`src/rtl/hs_cdc_rx.sv`:
```
// hs_cdc_rx: receive side of a 4-phase req/ack clock-domain crossing.
// A request level from a foreign clock domain is synchronized into clka.
// The word on data_in is captured and offered on a valid/ready interface.
// The acknowledge goes back to the sender once the local consumer takes the word.
// Optional build macro HS_CDC_SYNC3_EN: selects a 3-flop req_in synchronizer
// instead of the default 2-flop chain. This adds one edge of latency.
module hs_cdc_rx #(
  parameter int DW   = 8,
  parameter int CNTW = 16
) (
  input  logic            clka,
  input  logic            rst_n,
  input  logic            req_in,
  input  logic [DW-1:0]   data_in,
  output logic            ack_out,
  output logic            out_valid,
  input  logic            out_ready,
  output logic [DW-1:0]   out_data,
  output logic            busy,
  output logic [CNTW-1:0] xfer_cnt,
  output logic            proto_err,
  input  logic            err_clr
);

`ifdef HS_CDC_SYNC3_EN
  localparam int SYNC_STAGES = 3;
`else
  localparam int SYNC_STAGES = 2;
`endif

  typedef enum logic [1:0] {
    IDLE  = 2'd0,
    VALID = 2'd1,
    ACK   = 2'd2
  } state_t;

  logic [SYNC_STAGES-1:0] sync_q, sync_d;
  logic                   req_s;
  state_t                 state_q, state_d;
  logic                   ack_q, ack_d;
  logic                   valid_q, valid_d;
  logic [DW-1:0]          data_q, data_d;
  logic [CNTW-1:0]        cnt_q, cnt_d;
  logic                   err_q, err_d;
  logic                   err_set;

  // Synchronizer shift: req_in is only ever observed through this chain.
  always_comb begin
    sync_d = {sync_q[SYNC_STAGES-2:0], req_in};
  end

  assign req_s = sync_q[SYNC_STAGES-1];

  // Synchronizer flops; they clear with reset so a held request is seen as a fresh edge.
  always_ff @(posedge clka or negedge rst_n) begin
    if (!rst_n) sync_q <= '0;
    else        sync_q <= sync_d;
  end

  // Next-state and datapath updates for the IDLE -> VALID -> ACK handshake.
  always_comb begin
    state_d = state_q;
    ack_d   = ack_q;
    valid_d = valid_q;
    data_d  = data_q;
    cnt_d   = cnt_q;
    err_set = 1'b0;
    case (state_q)
      IDLE: begin
        ack_d   = 1'b0;
        valid_d = 1'b0;
        // Only reachable with ack low, so the sender has seen the previous ack drop.
        if (req_s) begin
          data_d  = data_in;
          valid_d = 1'b1;
          state_d = VALID;
        end
      end
      VALID: begin
        // The sender withdrew its request before being acknowledged.
        // Flag the violation but still deliver the word already captured.
        if (!req_s) err_set = 1'b1;
        if (out_ready) begin
          valid_d = 1'b0;
          ack_d   = 1'b1;
          cnt_d   = cnt_q + {{(CNTW-1){1'b0}}, 1'b1};
          state_d = ACK;
        end
      end
      ACK: begin
        if (!req_s) begin
          ack_d   = 1'b0;
          state_d = IDLE;
        end
      end
      default: begin
        ack_d   = 1'b0;
        valid_d = 1'b0;
        state_d = IDLE;
      end
    endcase
    // A new violation overrides a clear on the same edge.
    err_d = err_set | (err_q & ~err_clr);
  end

  // Registered handshake state, outputs, counter and sticky error.
  always_ff @(posedge clka or negedge rst_n) begin
    if (!rst_n) begin
      state_q <= IDLE;
      ack_q   <= 1'b0;
      valid_q <= 1'b0;
      data_q  <= '0;
      cnt_q   <= '0;
      err_q   <= 1'b0;
    end else begin
      state_q <= state_d;
      ack_q   <= ack_d;
      valid_q <= valid_d;
      data_q  <= data_d;
      cnt_q   <= cnt_d;
      err_q   <= err_d;
    end
  end

  assign ack_out   = ack_q;
  assign out_valid = valid_q;
  assign out_data  = data_q;
  assign xfer_cnt  = cnt_q;
  assign proto_err = err_q;
  assign busy      = (state_q != IDLE);

endmodule

```
`config.mk`:
```
export PLATFORM = sky130hd
export DESIGN_NAME = hs_cdc_rx
export DESIGN_NICKNAME = d
export VERILOG_FILES = /design/src/rtl/hs_cdc_rx.sv
export SDC_FILE = /design/constraint.sdc
export NUM_CORES = 1
export LEC_CHECK = 0
export ABC_AREA = 0
export CORE_UTILIZATION = 40
export DETAILED_ROUTE_END_ITERATION = 10
export HOLD_SLACK_MARGIN = 0.05
export PLACE_DENSITY_LB_ADDON = 0.15
export SLEW_MARGIN = 20
export SYNTH_ARGS = -nofsm -noshare
export SYNTH_HDL_FRONTEND = slang
export SYNTH_SLANG_ARGS = --single-unit
```
`constraint.sdc`:
```
create_clock -name clka -period 3.7 [get_ports clka]
set_input_delay 0.555 -clock clka [delete_from_list [all_inputs] [get_ports clka]]
set_output_delay 0.555 -clock clka [all_outputs]
set_load 0.1 [all_outputs]
```
# Word-level counts from Yosys, hierarchy flattened
# Cells that the tools add are included.
dict set report classes {
  n_eq_ne 5
  bitwise 4
  n_reduce_logical 7
  n_addsub 1
  mux 12
}
# operator count
set ops {}
lappend ops {{16-bit by 1-bit adder with 16-bit output (second input constant)} 1}
lappend ops {{2-bit AND reduction} 4}
lappend ops {{1-bit two-way mux} 6}
lappend ops {{2-bit two-way mux} 3}
lappend ops {{2-bit inequality test (second input constant)} 3}
lappend ops {{2-bit one-hot mux with 3 select lines} 1}
lappend ops {{1-bit one-hot mux with 3 select lines} 1}
lappend ops {{3-bit AND reduction} 1}
lappend ops {{2-bit by 1-bit equality test with 1-bit output (second input constant)} 1}
lappend ops {{2-bit equality test (second input constant)} 1}
lappend ops {{2-bit logical NOT} 1}
lappend ops {{1-bit inverter} 2}
lappend ops {{1-bit one-hot mux with 2 select lines} 1}
lappend ops {{2-bit nonzero test} 1}
lappend ops {{1-bit bitwise AND} 1}
lappend ops {{1-bit bitwise OR} 1}
dict set report totals {
  output_inout_bits 28
  in_bits 13
  elab_cells 36
  ff_bits 31
}

# Logic depth before layout (Yosys ltp)
# Gate-level depths: netlist of run 1.
dict set report logic_depth {
  word_depth 3
  depth_mapped 6
  mapped_depth_nobuf 5
}

# Least setup slack after synthesis of run 1
# Ideal clock, no wire load.
dict set report synth_path {
  kind {reg2reg}
  startpoint {reg cnt_q[9] (netlist: xfer_cnt[9])}
  endpoint {reg cnt_q[15] (netlist: xfer_cnt[15])}
  setup_slack_ns 1.747
  path_buffers 0
  period_less_slack_ns 1.953
  path_stages_with_launch 5
  required_time_ns 3.539
  setup_ns 0.161
  t_arrival_ns 1.792
  cell_sequence {dfrtp_1 nand3_1 or3_1 nor3_2 xor2_1}
}
dict set report synth_via {
  elab_chain_len 1
}
# item line_no
set synth_rtl {}
lappend synth_rtl {{start: declaration} 43} ;# logic [CNTW-1:0] cnt_q, cnt_d;
lappend synth_rtl {{start signal: assignment} 120} ;# cnt_q <= cnt_d;
lappend synth_rtl {{16-bit by 1-bit adder with 16-bit output} 86} ;# cnt_d = cnt_q + {{(CNTW-1){1'b0}}, 1'b1};
# No other way between the ends.
# A chain may end at the register's enable or synchronous reset.

# Final worst setup path of run 1
dict set report layout_path {
  startpoint {reg state_q[1]}
  endpoint {out busy}
}
dict set report layout_via {
  elab_chain_len 1
}
# item line_no
set layout_rtl {}
lappend layout_rtl {{start: declaration} 39} ;# state_t state_q, state_d;
lappend layout_rtl {{start signal: assignment} 116} ;# state_q <= state_d;
lappend layout_rtl {{2-bit nonzero test} 130} ;# assign busy = (state_q != IDLE);
lappend layout_rtl {{end: declaration} 19} ;# output logic busy,
# No other way between the ends.

==> impl_results.html, run 1 <==
<table>
<tr><th>Metric</th><th>Value</th></tr>
<tr><th colspan="2">Status</th></tr>
<tr><td>Result of the run</td><td>finished clean</td></tr>
<tr><th colspan="2">Logic synthesis</th></tr>
<tr><td>Dominant synthesized flop cell</td><td>dfrtp_1</td></tr>
<tr><td>Number of warnings issued by yosys</td><td>0</td></tr>
<tr><td>Most common cell in the netlist</td><td>dfrtp_1</td></tr>
<tr><td>Register area share after synthesis</td><td>0.590</td></tr>
<tr><td>Synth Area per Inst</td><td>12.6 um2</td></tr>
<tr><td>Number of enable-type register cells in the synthesized netlist</td><td>0</td></tr>
<tr><td>Proportion of register bits with asynchronous set or reset after synthesis</td><td>1.00</td></tr>
<tr><td>Post-synth cell types</td><td>27</td></tr>
<tr><td>Top cell type's share of synthesized area</td><td>0.590</td></tr>
<tr><td>Synth area leader</td><td>dfrtp_1</td></tr>
<tr><td>Top cells by instance count after synthesis</td><td>dfrtp_1 (31), xnor2_1 (10), mux2_2 (9), inv_1 (6), nand2_1 (6)</td></tr>
<tr><td>Post-Syn Instances</td><td>104</td></tr>
<tr><td>Post-synthesis sequential element count</td><td>31</td></tr>
<tr><td>Cell area after synthesis</td><td>1310 um2</td></tr>
<tr><td>Leading post-synthesis cells by cell area</td><td>dfrtp_1 (59%), mux2_2 (7.7%), xnor2_1 (6.7%)</td></tr>
<tr><td>Post-Synthesis Net Count</td><td>118</td></tr>
<tr><th colspan="2">Detailed routing</th></tr>
<tr><td>Wirelength, routed</td><td>2370 um</td></tr>
<tr><td>Post-route ant nets</td><td>0</td></tr>
<tr><td>First-pass detailed-route iteration total</td><td>4</td></tr>
<tr><td>DRC marker count from the first detailed-route iteration</td><td>12</td></tr>
<tr><td>Count of vias placed by the detailed router</td><td>911</td></tr>
<tr><td>Routed len/inst</td><td>12.2 um</td></tr>
<tr><td>Vias per cell</td><td>4.70</td></tr>
<tr><td>DRC violation count after routing</td><td>0</td></tr>
<tr><th colspan="2">Timing</th></tr>
<tr><td>Relative max-transition margin</td><td>0.333</td></tr>
<tr><td>Hold Vio Cnt, Final</td><td>0</td></tr>
<tr><td>Setup violations, final</td><td>0</td></tr>
<tr><td>Worst clock skew</td><td>6.40 ps</td></tr>
<tr><td>Period minus WS final</td><td>2630 ps</td></tr>
<tr><td>Crit path setup slack, layout</td><td>1070 ps</td></tr>
<tr><td>Period Utilization, post-route</td><td>0.712</td></tr>
<tr><td>Setup TNS Final</td><td>0 ps</td></tr>
<tr><td>Upper clock frequency limit</td><td>0.380 GHz</td></tr>
<tr><td>Number of pins with negative max-slew slack in the final report</td><td>0</td></tr>
<tr><td>Transition at the pin with the smallest max-transition slack</td><td>998 ps</td></tr>
<tr><td>RSZ-0062 raised after global routing</td><td>false</td></tr>
<tr><th colspan="2">Clock tree</th></tr>
<tr><td>Library cell used as clock root buffer</td><td>clkbuf_4</td></tr>
<tr><td>CTS hold repair buffers</td><td>0</td></tr>
<tr><td>Cts repair resizes</td><td>0</td></tr>
<tr><td>Worst skew pair latency</td><td>320 ps</td></tr>
<tr><td>CTS clock-pin slew for the worst setup and hold paths</td><td>90 ps</td></tr>
<tr><td>Post CTS Setup Buffer Count</td><td>0</td></tr>
<tr><td>Number of CTS-inserted buffers</td><td>5</td></tr>
<tr><td>Maximum buffer depth of the clock tree</td><td>2</td></tr>
<tr><td>Clock tree from TritonCTS</td><td>yes</td></tr>
<tr><td>Sinks on Clock Net</td><td>31</td></tr>
<tr><td>H-tree depth</td><td>2</td></tr>
<tr><th colspan="2">Job</th></tr>
<tr><td>Number of maximum-capacitance constraint violations</td><td>0</td></tr>
<tr><th colspan="2">Setup path</th></tr>
<tr><td>Cell Chain, Critical Path</td><td>or2_2 -&gt; clkdlybuf4s50_1</td></tr>
<tr><td>Slowest library cell on the worst path</td><td>clkdlybuf4s50_1</td></tr>
<tr><td>Maximum fanout along the worst path</td><td>9</td></tr>
<tr><td>Worst-case reg-to-reg path depth</td><td>4</td></tr>
<tr><td>CP max stage delay</td><td>1110 ps</td></tr>
<tr><td>Required time of the critical path</td><td>3140 ps</td></tr>
<tr><td>Startpoint types</td><td>register</td></tr>
<tr><td>Endpoint type of the worst setup path</td><td>output pin</td></tr>
<tr><td>Startpoint-to-endpoint class of the critical path</td><td>reg -&gt; out</td></tr>
<tr><td>Arrival time of data at the critical path endpoint</td><td>2080 ps</td></tr>
<tr><th colspan="2">Layout</th></tr>
<tr><td>Net count, final</td><td>164</td></tr>
<tr><td>Share of layout cells above drive strength 1</td><td>0.147</td></tr>
<tr><td>ANT cells</td><td>0</td></tr>
<tr><td>Layout overhead on the synthesized area</td><td>37.8%</td></tr>
<tr><th colspan="2">Placement</th></tr>
<tr><td>Port bufs</td><td>40</td></tr>
<tr><td>Post-Place Setup Slack</td><td>1410 ps</td></tr>
<tr><td>Final HPWL DP</td><td>1800 um</td></tr>
<tr><td>Weighted congestion at the end of routability-driven global placement</td><td>0.717</td></tr>
<tr><th colspan="2">Floorplanning</th></tr>
<tr><td>Horiz. Die Dim</td><td>59.3 um</td></tr>
<tr><td>Initial core utilization</td><td>0.427</td></tr>
<tr><td>Floorplan row count</td><td>20</td></tr>
<tr><td>Ports</td><td>41</td></tr>
<tr><td>Die area</td><td>3520 um2</td></tr>
<tr><td>Core Footprint</td><td>3080 um2</td></tr>
<tr><td>Die outline height</td><td>59.3 um</td></tr>
<tr><th colspan="2">GRT</th></tr>
<tr><td>Global routing usage summed across all routing layers</td><td>0.160</td></tr>
<tr><td>Maximum number of pins on one net before global-route repair</td><td>32</td></tr>
<tr><td>Number of global-route vias before repair</td><td>944</td></tr>
<tr><td>Initial antenna violation count</td><td>0</td></tr>
<tr><td>Wire length of the first global-routing pass</td><td>4040 um</td></tr>
<tr><td>Total grt overflow</td><td>0</td></tr>
<tr><th colspan="2">Min path</th></tr>
<tr><td>Instance count along the most critical hold path</td><td>0</td></tr>
<tr><td>Min-delay worst type</td><td>reg -&gt; reg</td></tr>
</table>
## registers in the layout, summed over array words and instances (netlist names)
| signal | flops |
|---|---|
| ack_out | 1 |
| out_data | 8 |
| out_valid | 1 |
| proto_err | 1 |
| state_q | 2 |
| sync_q | 2 |
| xfer_cnt | 16 |
## routing by layer
metal,global-route usage,part of all wire
met3,0.0611,0.075
met4,0.0850,0.020
met1,0.185,0.44
met5,0,0
met2,0.255,0.47
## cell usage in the layout, fill, tap and decap left out, drive strengths merged
cell / netlist / layout
clkdlybuf4s50: 0 / 40
dfrtp: 31 / 31
xnor2: 10 / 10
mux2: 9 / 9
inv: 6 / 6
nand2: 6 / 6
nor2: 6 / 6
clkbuf: 0 / 6
nand3: 5 / 5
xor2: 5 / 5
nand2b: 3 / 3
and3: 3 / 3
o21ai: 3 / 3
nor3: 2 / 2
nand4: 2 / 2
or2: 1 / 1
o22ai: 1 / 1
and4: 1 / 1
and4b: 1 / 1
or3: 1 / 1
and2: 1 / 1
and2b: 1 / 1
mux2i: 1 / 1
o32ai: 1 / 1
a21oi: 1 / 1
ha: 1 / 1
clkinv: 0 / 1
buf: 2 / 1
## critical path, delay by kind of cell, from the launching register on
family                 cells  cell delay [ps]
flip-flops                 1              490
AND/OR/NAND/NOR            1              160
buffers and inverters      1             1110
## per-stage QoR
step	util	cells	hold slack [ps]	cell area [um2]
4_1_cts	0.588	194	360	1810
3_5_place_dp	0.570	187	339	1750
6_report	0.588	194	357	1810
2_1_floorplan	-	104	259	1310
5_1_grt	0.588	194	364	1810
3_3_place_gp	0.570	187	337	1750
## final cells by class
type | count | area, um2
Timing Repair Buffer | 41 | 408
Multi-Input combinational cell | 65 | 493
Clock inverter | 1 | 5.00
Fill cell | 279 | 1270
Tap cell | 44 | 55.1
Inverter | 6 | 22.5
Clock buffer | 6 | 51.3
Sequential cell | 31 | 776
## logic make-up (layout without fill, tap and decap cells)
family / after synthesis / in the layout / synth area share
adders and majority gates: 1 / 1 / 0.00952
and+or+nand+nor: 33 / 33 / 0.154
muxes: 10 / 10 / 0.0848
AOI/OAI and AO/OA: 6 / 6 / 0.0267
buffers and inverters: 8 / 54 / 0.0343
xor gates and xnor gates: 15 / 15 / 0.100
DFF: 31 / 31 / 0.590
## path summary, 6_finish.rpt
path | start | end | slack (ps)
max in group asynchronous | rst_n | xfer_cnt[3] | 2810
setup / recovery | state_q[1] | busy | 1070
hold / removal | sync_q[0] | sync_q[1] | 360
setup reg to reg | state_q[1] | xfer_cnt[15] | 2150
min in group asynchronous | rst_n | xfer_cnt[12] | 620
hold reg to reg | sync_q[0] | sync_q[1] | 360
Power of run 1 is left out: the tool's default activity adds up to more than one toggle a clock period on the data nets, which glitch-free logic cannot reach.
==> inputs of run 2 (changes only) <==
==> constraint.sdc (replaced) <==
create_clock -name clka -period 2.5 [get_ports clka]
set_input_delay 0.375 -clock clka [delete_from_list [all_inputs] [get_ports clka]]
set_output_delay 0.375 -clock clka [all_outputs]
set_load 0.1 [all_outputs]
==> impl_results.html, run 2 (synthesized netlist as in run 1, its figures left out) <==
<table>
<tr><th>Metric</th><th>Value</th></tr>
<tr><th colspan="2">GRT</th></tr>
<tr><td>Maximum number of pins on one net before global-route repair</td><td>32 (unchanged)</td></tr>
<tr><td>Global routing usage summed across all routing layers</td><td>0.154 (-0.00584)</td></tr>
<tr><td>Initial antenna violation count</td><td>0 (unchanged)</td></tr>
<tr><td>Total grt overflow</td><td>0 (unchanged)</td></tr>
<tr><td>Number of global-route vias before repair</td><td>861 (-8.8%)</td></tr>
<tr><td>Wire length of the first global-routing pass</td><td>3840 um (-5.0%)</td></tr>
<tr><th colspan="2">Setup path</th></tr>
<tr><td>Startpoint types</td><td>register</td></tr>
<tr><td>Required time of the critical path</td><td>2120 ps (-1020 ps)</td></tr>
<tr><td>Arrival time of data at the critical path endpoint</td><td>1340 ps (-740 ps)</td></tr>
<tr><td>Endpoint type of the worst setup path</td><td>output pin</td></tr>
<tr><td>Maximum fanout along the worst path</td><td>9 (unchanged)</td></tr>
<tr><td>Startpoint-to-endpoint class of the critical path</td><td>reg -&gt; out</td></tr>
<tr><th colspan="2">Detailed routing</th></tr>
<tr><td>Wirelength, routed</td><td>2260 um (-4.8%)</td></tr>
<tr><td>Post-route ant nets</td><td>0 (unchanged)</td></tr>
<tr><td>Vias per cell</td><td>4.61 (-1.8%)</td></tr>
<tr><td>DRC marker count from the first detailed-route iteration</td><td>16 (+4)</td></tr>
<tr><td>Routed len/inst</td><td>11.6 um (-5.3%)</td></tr>
<tr><td>Count of vias placed by the detailed router</td><td>899 (-1.3%)</td></tr>
<tr><td>DRC violation count after routing</td><td>0 (unchanged)</td></tr>
<tr><td>First-pass detailed-route iteration total</td><td>4 (unchanged)</td></tr>
<tr><th colspan="2">Clock tree</th></tr>
<tr><td>Maximum buffer depth of the clock tree</td><td>2 (unchanged)</td></tr>
<tr><td>H-tree depth</td><td>2 (unchanged)</td></tr>
<tr><td>Library cell used as clock root buffer</td><td>clkbuf_4</td></tr>
<tr><td>Clock tree from TritonCTS</td><td>yes</td></tr>
<tr><td>CTS hold repair buffers</td><td>0 (unchanged)</td></tr>
<tr><td>Cts repair resizes</td><td>0 (unchanged)</td></tr>
<tr><td>Sinks on Clock Net</td><td>31 (unchanged)</td></tr>
<tr><td>Worst skew pair latency</td><td>330 ps (about the same)</td></tr>
<tr><td>Post CTS Setup Buffer Count</td><td>0 (unchanged)</td></tr>
<tr><td>Number of CTS-inserted buffers</td><td>5 (unchanged)</td></tr>
<tr><td>CTS clock-pin slew for the worst setup and hold paths</td><td>90 ps (about the same)</td></tr>
<tr><th colspan="2">Floorplanning</th></tr>
<tr><td>Initial core utilization</td><td>0.427 (unchanged)</td></tr>
<tr><td>Die area</td><td>3520 um2 (unchanged)</td></tr>
<tr><td>Floorplan row count</td><td>20 (unchanged)</td></tr>
<tr><td>Ports</td><td>41 (unchanged)</td></tr>
<tr><td>Core Footprint</td><td>3080 um2 (unchanged)</td></tr>
<tr><td>Horiz. Die Dim</td><td>59.3 um (unchanged)</td></tr>
<tr><td>Die outline height</td><td>59.3 um (unchanged)</td></tr>
<tr><th colspan="2">Min path</th></tr>
<tr><td>Min-delay worst type</td><td>reg -&gt; reg</td></tr>
<tr><th colspan="2">Layout</th></tr>
<tr><td>Max FFs per register</td><td>16 (unchanged)</td></tr>
<tr><td>Share of layout cells above drive strength 1</td><td>0.331 (+0.184)</td></tr>
<tr><td>Most common cell after layout, fill and taps aside</td><td>dfrtp_1</td></tr>
<tr><td>Share of the core filled with cells</td><td>0.570 (-0.0187)</td></tr>
<tr><td>ANT cells</td><td>0 (unchanged)</td></tr>
<tr><td>Layout overhead on the synthesized area</td><td>33.4%</td></tr>
<tr><td>Commonest cells after routing, fill and taps aside</td><td>dfrtp_1 (31), buf_4 (29), clkdlybuf4s50_1 (12)</td></tr>
<tr><td>Post-layout instance area</td><td>1750 um2 (-3.2%)</td></tr>
<tr><td>Net count, final</td><td>164 (unchanged)</td></tr>
<tr><th colspan="2">Placement</th></tr>
<tr><td>Weighted congestion at the end of routability-driven global placement</td><td>0.686 (-4.3%)</td></tr>
<tr><td>Final HPWL DP</td><td>1640 um (-8.4%)</td></tr>
<tr><td>Port bufs</td><td>40 (unchanged)</td></tr>
<tr><td>Area post-placement</td><td>1680 um2 (-4.0%)</td></tr>
<tr><th colspan="2">Timing</th></tr>
<tr><td>Setup violations, final</td><td>0 (unchanged)</td></tr>
<tr><td>Transition at the pin with the smallest max-transition slack</td><td>393 ps (-605 ps)</td></tr>
<tr><td>Worst clock skew</td><td>9.02 ps (+2.62 ps)</td></tr>
<tr><td>Period minus WS final</td><td>1720 ps</td></tr>
<tr><td>RSZ-0062 raised after global routing</td><td>false</td></tr>
<tr><td>Relative max-transition margin</td><td>0.737 (+0.405)</td></tr>
<tr><td>Hold Vio Cnt, Final</td><td>0 (unchanged)</td></tr>
<tr><td>Number of pins with negative max-slew slack in the final report</td><td>0 (unchanged)</td></tr>
<tr><td>Setup TNS Final</td><td>0 ps (unchanged)</td></tr>
<tr><td>Hold WS</td><td>358 ps (+0.723 ps)</td></tr>
<tr><td>Period Utilization, post-route</td><td>0.686</td></tr>
<tr><td>Upper clock frequency limit</td><td>0.583 GHz</td></tr>
<tr><th colspan="2">Job</th></tr>
<tr><td>Number of maximum-capacitance constraint violations</td><td>0 (unchanged)</td></tr>
<tr><th colspan="2">Status</th></tr>
<tr><td>Result of the run</td><td>finished clean</td></tr>
</table>
## run 2: worst paths after layout
| path | startpoint | endpoint | slack [ps] | depth (start not counted) |
|---|---|---|---|---|
| max | state_q[1] | busy | 780 | 2 |
| min | sync_q[0] | sync_q[1] | 360 | 0 |
| max reg2reg | state_q[1] | xfer_cnt[15] | 980 | 4 |
| min reg2reg | sync_q[0] | sync_q[1] | 360 | 0 |
| max in group asynchronous | rst_n | xfer_cnt[3] | 1780 | 2 |
| min in group asynchronous | rst_n | xfer_cnt[10] | 430 | 2 |
## run 2: layout make-up
type	instances	area, um2
repair buffers	41	338
clock buffers	8	68.8
flip-flops and latches	31	776
well taps	44	55.1
inverters	6	22.5
fillers	284	1330
multi-input cells	65	493
## run 2: per-layer routing
metal  vias to the layer above  track usage  wire [um]
li1                        441            -          -
met1                       422        0.190       1060
met2                        32        0.226       1010
met3                         4       0.0677        153
met4                         0       0.0816         27
met5                         -            0          0
## run 2: critical path, cell delays in order (launching register included)
cell and delay, ps:
dfrtp_1 480, or2_2 310, buf_4 230
## run 2: per-stage QoR
| step | std cells | worst slack, ps |
|---|---|---|
| 4_1_cts | 195 | 751 |
| 6_report | 195 | 784 |
| 2_1_floorplan | 104 | 547 |
| 3_3_place_gp | 187 | 613 |
| 3_5_place_dp | 187 | 580 |
| 5_1_grt | 195 | 712 |
Power of run 2 is left out for the same reason.
==> inputs of run 3 (changes only) <==
==> constraint.sdc (replaced) <==
create_clock -name clka -period 1.4 [get_ports clka]
set_input_delay 0.21 -clock clka [delete_from_list [all_inputs] [get_ports clka]]
set_output_delay 0.21 -clock clka [all_outputs]
set_load 0.1 [all_outputs]
==> impl_results.html, run 3 (synthesized netlist as in run 1, its figures left out) <==
<table>
<tr><th>Metric</th><th>Value</th></tr>
<tr><th colspan="2">Clock tree</th></tr>
<tr><td>Sinks on Clock Net</td><td>31 (unchanged)</td></tr>
<tr><td>Clock tree from TritonCTS</td><td>yes</td></tr>
<tr><td>Maximum buffer depth of the clock tree</td><td>2 (unchanged)</td></tr>
<tr><td>Library cell used as clock root buffer</td><td>clkbuf_4</td></tr>
<tr><td>CTS clock-pin slew for the worst setup and hold paths</td><td>110 ps (+20 ps)</td></tr>
<tr><td>Number of CTS-inserted buffers</td><td>5 (unchanged)</td></tr>
<tr><td>H-tree depth</td><td>2 (unchanged)</td></tr>
<tr><td>Worst skew pair latency</td><td>320 ps (about the same)</td></tr>
<tr><th colspan="2">Setup path</th></tr>
<tr><td>Maximum fanout along the worst path</td><td>3 (-6)</td></tr>
<tr><td>Endpoint type of the worst setup path</td><td>output pin</td></tr>
<tr><td>Startpoint types</td><td>register</td></tr>
<tr><td>Startpoint of the most critical setup path</td><td>state_q[1]</td></tr>
<tr><td>Reg2Reg Capture Point</td><td>xfer_cnt[1]</td></tr>
<tr><td>Worst-case reg-to-reg path depth</td><td>5 (+1)</td></tr>
<tr><td>Required time of the critical path</td><td>1190 ps (-930 ps)</td></tr>
<tr><td>Startpoint-to-endpoint class of the critical path</td><td>reg -&gt; out</td></tr>
<tr><td>Critical Path End</td><td>busy</td></tr>
<tr><td>Register-to-register setup slack</td><td>10 ps (-970 ps)</td></tr>
<tr><td>Worst r2r src</td><td>state_q[1]</td></tr>
<tr><td>Arrival time of data at the critical path endpoint</td><td>1240 ps (-100 ps)</td></tr>
<tr><th colspan="2">Detailed routing</th></tr>
<tr><td>DRC marker count from the first detailed-route iteration</td><td>14 (-2)</td></tr>
<tr><td>Post-route ant nets</td><td>0 (unchanged)</td></tr>
<tr><td>First-pass detailed-route iteration total</td><td>3 (-1)</td></tr>
<tr><td>Vias per cell</td><td>4.78 (+3.7%)</td></tr>
<tr><td>DRC violation count after routing</td><td>0 (unchanged)</td></tr>
<tr><td>Wirelength, routed</td><td>2790 um (+24%)</td></tr>
<tr><td>Count of vias placed by the detailed router</td><td>994 (+11%)</td></tr>
<tr><td>Routed len/inst</td><td>13.4 um (+16%)</td></tr>
<tr><th colspan="2">Timing</th></tr>
<tr><td>Period minus WS final</td><td>1450 ps</td></tr>
<tr><td>Setup violations, final</td><td>1 (+1)</td></tr>
<tr><td>Transition at the pin with the smallest max-transition slack</td><td>245 ps (-149 ps)</td></tr>
<tr><td>Crit path setup slack, layout</td><td>-46.9 ps (-831 ps)</td></tr>
<tr><td>Period Utilization, post-route</td><td>1.03</td></tr>
<tr><td>Upper clock frequency limit</td><td>0.691 GHz</td></tr>
<tr><td>Worst clock skew</td><td>23.0 ps (+14.0 ps)</td></tr>
<tr><td>Setup TNS Final</td><td>-46.9 ps (-46.9 ps)</td></tr>
<tr><td>Hold Vio Cnt, Final</td><td>0 (unchanged)</td></tr>
<tr><td>Number of pins with negative max-slew slack in the final report</td><td>0 (unchanged)</td></tr>
<tr><td>RSZ-0062 raised after global routing</td><td>true</td></tr>
<tr><td>Relative max-transition margin</td><td>0.836 (+0.0989)</td></tr>
<tr><th colspan="2">Layout</th></tr>
<tr><td>Filler instances</td><td>205 (-28%)</td></tr>
<tr><td>Net count, final</td><td>177 (+7.9%)</td></tr>
<tr><td>Most common cell after layout, fill and taps aside</td><td>buf_12</td></tr>
<tr><td>ANT cells</td><td>0 (unchanged)</td></tr>
<tr><td>FF+latch area</td><td>827 um2 (+6.6%)</td></tr>
<tr><td>Layout overhead on the synthesized area</td><td>76.4%</td></tr>
<tr><td>Share of layout cells above drive strength 1</td><td>0.543 (+0.212)</td></tr>
<tr><td>Area of the multi-input gates</td><td>543 um2 (+10%)</td></tr>
<tr><td>Max FFs per register</td><td>16 (unchanged)</td></tr>
<tr><td>Commonest cells after routing, fill and taps aside</td><td>buf_12 (29), dfrtp_1 (16), dfrtp_4 (13)</td></tr>
<tr><th colspan="2">GRT</th></tr>
<tr><td>Global routing usage summed across all routing layers</td><td>0.185 (+0.0308)</td></tr>
<tr><td>Wire length of the first global-routing pass</td><td>4750 um (+24%)</td></tr>
<tr><td>Maximum number of pins on one net before global-route repair</td><td>32 (unchanged)</td></tr>
<tr><td>Total grt overflow</td><td>0 (unchanged)</td></tr>
<tr><td>Initial antenna violation count</td><td>0 (unchanged)</td></tr>
<tr><td>Number of global-route vias before repair</td><td>1079 (+25%)</td></tr>
<tr><th colspan="2">Placement</th></tr>
<tr><td>Post-Place Setup Slack</td><td>-283 ps (-864 ps)</td></tr>
<tr><td>Port bufs</td><td>40 (unchanged)</td></tr>
<tr><td>Final HPWL DP</td><td>2040 um (+24%)</td></tr>
<tr><td>Weighted congestion at the end of routability-driven global placement</td><td>0.799 (+17%)</td></tr>
<tr><th colspan="2">Floorplanning</th></tr>
<tr><td>Die area</td><td>3520 um2 (unchanged)</td></tr>
<tr><td>Horiz. Die Dim</td><td>59.3 um (unchanged)</td></tr>
<tr><td>Die outline height</td><td>59.3 um (unchanged)</td></tr>
<tr><td>Initial core utilization</td><td>0.427 (unchanged)</td></tr>
<tr><td>Floorplan row count</td><td>20 (unchanged)</td></tr>
<tr><td>Core Footprint</td><td>3080 um2 (unchanged)</td></tr>
<tr><td>Ports</td><td>41 (unchanged)</td></tr>
<tr><th colspan="2">Min path</th></tr>
<tr><td>Min-delay worst type</td><td>in -&gt; async</td></tr>
<tr><th colspan="2">Job</th></tr>
<tr><td>Number of maximum-capacitance constraint violations</td><td>0 (unchanged)</td></tr>
<tr><th colspan="2">Status</th></tr>
<tr><td>Result of the run</td><td>finished, violations left</td></tr>
<tr><td>Violated checks</td><td>setup timing</td></tr>
</table>
-- run 3: how the worst min path moves through the flow --
stage | from | endpoint | slack (ps) | cells past startpoint
6_report | rst_n | xfer_cnt[6] | 240 | 2
5_1_grt | rst_n | xfer_cnt[6] | 230 | 2
4_1_cts | rst_n | xfer_cnt[6] | 240 | 2
3_5_place_dp | sync_q[0] | sync_q[1] | 360 | 0
3_3_place_gp | sync_q[0] | sync_q[1] | 340 | 0
2_1_floorplan | rst_n | ack_out | -90 | 0
-- run 3: repair_timing --
action / CTS / global route
resized for setup: 5 / 7
pin swaps: 1 / 4
setup buffers: 5 / 1
hold buffers: 0 / 0
cloned: 0 / 0
endpoints found under the setup margin: 3 / 15
-- run 3: final cells by class --
type / count / share of cell area
well taps: 44 / 0.0238
clock buffers: 7 / 0.0238
repair buffers: 54 / 0.349
inverters: 6 / 0.00972
multi-input cells: 65 / 0.234
flip-flops and latches: 31 / 0.357
clock inverters: 1 / 0.00216
-- run 3: metal layers --
layer	vias up	routed length, um	global-route usage
li1	469	-	-
met4	0	21	0.0510
met2	33	1460	0.326
met5	-	0	0
met1	490	1160	0.206
met3	2	156	0.0721
-- run 3: worst max-delay path, cell delays in order (launching register included) --
cell	delay (ps)
dfrtp_1	400
buf_6	120
or2_4	230
buf_12	160
-- run 3: stage by stage --
stage / cells / hold slack [ps] / util / area (um2)
floorplan: 104 / -85.6 / - / 1400
global placement: 194 / 336 / 0.709 / 2180
detailed placement: 194 / 357 / 0.709 / 2180
CTS: 207 / 238 / 0.744 / 2290
global route: 208 / 228 / 0.753 / 2320
finish: 208 / 236 / 0.753 / 2320
Power of run 3 is left out for the same reason.
